File: src/rtl/demux_1xn_reg.sv
// demux_1xn_reg: registered 1-to-N stream demultiplexer.
// Each output channel has one holding register and a valid flag. A stalled
// consumer only back-pressures words that are aimed at its own channel. A
// word whose select is out of range is accepted and discarded, and the
// discard is counted in a saturating 8-bit counter.
module demux_1xn_reg #(
  parameter int WIDTH = 8,
  parameter int N     = 4,
  parameter int SEL_W = $clog2(N)
) (
  input  logic                 clk,
  input  logic                 rst,
  input  logic                 in_valid,
  output logic                 in_ready,
  input  logic [SEL_W-1:0]     in_sel,
  input  logic [WIDTH-1:0]     in_data,
  output logic [N-1:0]         out_valid,
  input  logic [N-1:0]         out_ready,
  output logic [N*WIDTH-1:0]   out_data,
  output logic [7:0]           drop_cnt
);

  // One-hot decode of in_sel. All zeros means the select is out of range.
  // This works for any N and never needs an "in_sel < N" compare, which
  // would always be true when N is a power of two.
  logic [N-1:0]     w_match;
  // Channel k can take a word: it is empty, or it is draining this cycle.
  logic [N-1:0]     w_room;
  logic [N-1:0]     w_load;
  logic             w_sel_ok;
  logic             w_accept;
  logic             w_drop;

  logic             r_valid [N];
  logic [WIDTH-1:0] r_data  [N];
  logic [7:0]       r_drop_cnt;

  genvar gi;
  generate
    for (gi = 0; gi < N; gi++) begin : g_chan
      assign w_match[gi] = (in_sel == SEL_W'(gi));
      assign w_room[gi]  = ~r_valid[gi] | out_ready[gi];

      // Holding register for channel gi. A load takes priority over a
      // drain, so a word that arrives while the old one drains replaces it
      // and the valid flag stays high. The data is not cleared on a drain.
      always_ff @(posedge clk or posedge rst) begin
        if (rst) begin
          r_valid[gi] <= 1'b0;
          r_data[gi]  <= '0;
        end else if (w_load[gi]) begin
          r_valid[gi] <= 1'b1;
          r_data[gi]  <= in_data;
        end else if (out_ready[gi]) begin
          r_valid[gi] <= 1'b0;
        end
      end

      assign out_valid[gi]                 = r_valid[gi];
      assign out_data[gi*WIDTH +: WIDTH]   = r_data[gi];
    end
  endgenerate

  assign w_sel_ok = |w_match;

  // Out-of-range words are always sunk. In-range words wait only for the
  // selected channel.
  assign in_ready = w_sel_ok ? |(w_match & w_room) : 1'b1;
  assign w_accept = in_valid & in_ready;
  assign w_load   = w_match & {N{w_accept}};
  assign w_drop   = w_accept & ~w_sel_ok;

  // Count discarded out-of-range words. The counter holds at 255 instead of
  // wrapping.
  always_ff @(posedge clk or posedge rst) begin
    if (rst) begin
      r_drop_cnt <= 8'd0;
    end else if (w_drop && (r_drop_cnt != 8'hFF)) begin
      r_drop_cnt <= r_drop_cnt + 8'd1;
    end
  end

  assign drop_cnt = r_drop_cnt;

endmodule
File: config.mk
export PLATFORM = sky130hd
export DESIGN_NAME = demux_1xn_reg
export DESIGN_NICKNAME = d
export VERILOG_FILES = /design/src/rtl/demux_1xn_reg.sv
export SDC_FILE = /design/constraint.sdc
export NUM_CORES = 1
export LEC_CHECK = 0
export CAP_MARGIN = 15
export CORE_UTILIZATION = 46
export CTS_CLUSTER_SIZE = 25
export DETAILED_ROUTE_END_ITERATION = 12
export GPL_TIMING_DRIVEN = 0
export PLACE_DENSITY_LB_ADDON = 0.12
export SLEW_MARGIN = 20
export SYNTH_ARGS = -nofsm -noshare
export SYNTH_HDL_FRONTEND = slang
export SYNTH_SLANG_ARGS = --single-unit
File: constraint.sdc
create_clock -name clk -period 2.4 [get_ports clk]
set_input_delay 0.36 -clock clk [delete_from_list [all_inputs] [get_ports clk]]
set_output_delay 0.36 -clock clk [all_outputs]
set_load 0.005 [all_outputs]
==> results.toml <==
[status]
status = "complete, no violations"

[floorplanning]
num_rows = 21
die_w_um = 61.6
core_um2 = 3360
io-pin-count = 62
die-area_um2 = 3800
fp.dieH_um = 61.6
start_util_pct = 48.6

[power]
powerDensity_nw_per_um2 = 723
power_mw = 1.72
cellLeakagePower_nw = 1.03
ir_drop_uv = 583

[final_layout]
layout-drive-gt1-share_pct = 27.0
diodes = 0
final_common_cell = "clkdlybuf4s50_1"
mostFrequentLayoutCells = "clkdlybuf4s50_1, dfrtp_1, mux2_2, clkbuf_1"
syn2layout_area_growth_pct = 45.8
fin_nets = 190
final_cells = 220
fin_util_pct = 70.9

[min_path]
hold_depth = 3
min-delay-path-class = "primary input to flip-flop"

[place]
place_inst = 212
gp_congestion = 0.735
dpl.hpwl_mm = 2.32
io_buffers = 60

[clock_network]
post_cts_resize_count = 0
cts.path.max_buffers = 2
htree_levels = 2
cts.clk_slew.worst_paths_ps = 110
cts.sinks = 44
cts_tree = "built"
clock_latency_ps = 340
holdBufCountCts = 0
cts_setup_buffers = 0
cts_root_buf = "clkbuf_4"
numCtsBuffers = 5

[synth]
synthTopCellsByArea = "dfrtp_1, mux2_2, clkbuf_1"
synth_seq_cells = 44
yosys.area_share.simple_pct = 5.97
post_synth_mux_area_share_pct = 23.4
synth.avg_cell_area_um2 = 15.6
synth_top_area_share_pct = 67.3
synth_top_family_by_area = "multiplexers"
synth_seq_area_share_pct = 67.3
synth-adder-area-share_pct = 0
synth_cells = 105
synth_fp_nets = 122
post_synth_instance_area_um2 = 1640
synth.distinct_cells = 14
yosys_warnings = 0
synth_compound_area_share_pct = 0.306
yosys.area.top_type = "dfrtp_1"
synthXorXnorAreaFrac_pct = 0

[sta]
hold_viol = 0
relSlewSlack_pct = 64.7
fin_crit_ps = 2210
finClkSkew_ps = 4.79
setup_tns_ps = 0
post-route-period-util_pct = 92.2
slew_viol_final = 0
setup_viol = 0
fmax_mhz = 452
rsz0062_at_grt = "false"
worst-slew-pin-transition_ps = 529

[grt]
grt_pass1_vias = 1050
grt_pass1_wl_mm = 4.82
overflow = 0
groute.usage.overall_pct = 18.7
antenna_found_initial = 0
grt_max_degree = 24

[critical_path]
required_ps = 2040
critPathMaxFanout = 3
rr_worst_depth = 3
cp.arrival_ps = 1850
startpoint_type = "primary input"
worstSetupPathType = "primary input to output pin"
crit_path_end_kind = "output pin"

[routing]
vias_per_cell = 4.70
avgRoutedWirePerCell_um = 14.0
drt_iter0_markers = 24
finalWirelength_mm = 3.08
vias = 1035
route.detailed.drc = 0
antenna_left = 0
first_pass_iters = 4

[job]
maxCapViolations = 0
==> flip-flops by register name (all words and copies together) (netlist names) <==
signal,count
out_valid,4
drop_cnt,8
out_data,32
==> cell type report <==
class                   count  area (um2)
inverters                   1        3.75
repair buffers             61         628
fillers                   280         980
multi-input cells          49         485
plain buffers              11        45.0
clock inverters             1        7.51
flip-flops and latches     44        1100
clock buffers               7        55.1
well taps                  46        57.6
==> synth_stat cells <==
cell / instances
nand3_1: 1
mux2_2: 32
and3_1: 1
nand2_1: 5
buf_2: 3
nor2b_1: 2
inv_1: 1
o21ai_0: 1
dfrtp_1: 44
nand3b_2: 1
clkbuf_1: 8
nand2b_1: 4
nor3b_4: 1
mux4_2: 1
==> power by group <==
group	total (mW)	switching [mW]	internal, mW
sequential	0.917	0.0577	0.859
combinational	0.449	0.128	0.320
clock	0.358	0.214	0.144
total	1.72	0.400	1.32
==> worst max-delay path, cell delays in order <==
cell	delay (ps)
clkdlybuf4s50_1	390
nand2b_1	180
mux4_2	460
clkdlybuf4s50_1	460
==> final timing paths <==
check / from / endpoint / slack, ps
min in group asynchronous: rst / out_data[1] / 350
min: in_sel[0] / out_valid[1] / 310
max: out_ready[0] / in_ready / 190
min reg2reg: drop_cnt[7] / drop_cnt[7] / 470
max reg2reg: out_valid[2] / out_data[19] / 890
max in group asynchronous: rst / out_data[27] / 1570
==> logic make-up (layout without fill, tap and decap cells) <==
family / count (synthesis) / count (layout)
compound gates: 1 / 1
buf+inv: 12 / 81
flops: 44 / 44
mux: 33 / 33
simple gates: 15 / 15
==> through the flow <==
step	instance area [um2]	setup slack, ps	hold slack (ps)
finish	2380	188	311
global route	2380	130	328
CTS	2380	177	292
detailed placement	2320	187	447
global placement	2290	192	439
floorplan	1640	1010	452
==> layer usage <==
| layer | part of all wire [%] | vias up | global-route usage [%] |
|---|---|---|---|
| li1 | - | 487 | - |
| met1 | 40 | 509 | 23.0 |
| met2 | 52 | 34 | 30.3 |
| met3 | 5.9 | 5 | 5.67 |
| met4 | 1.4 | 0 | 8.57 |
| met5 | 0 | - | 0 |
Power figures use the tool's default switching activity.
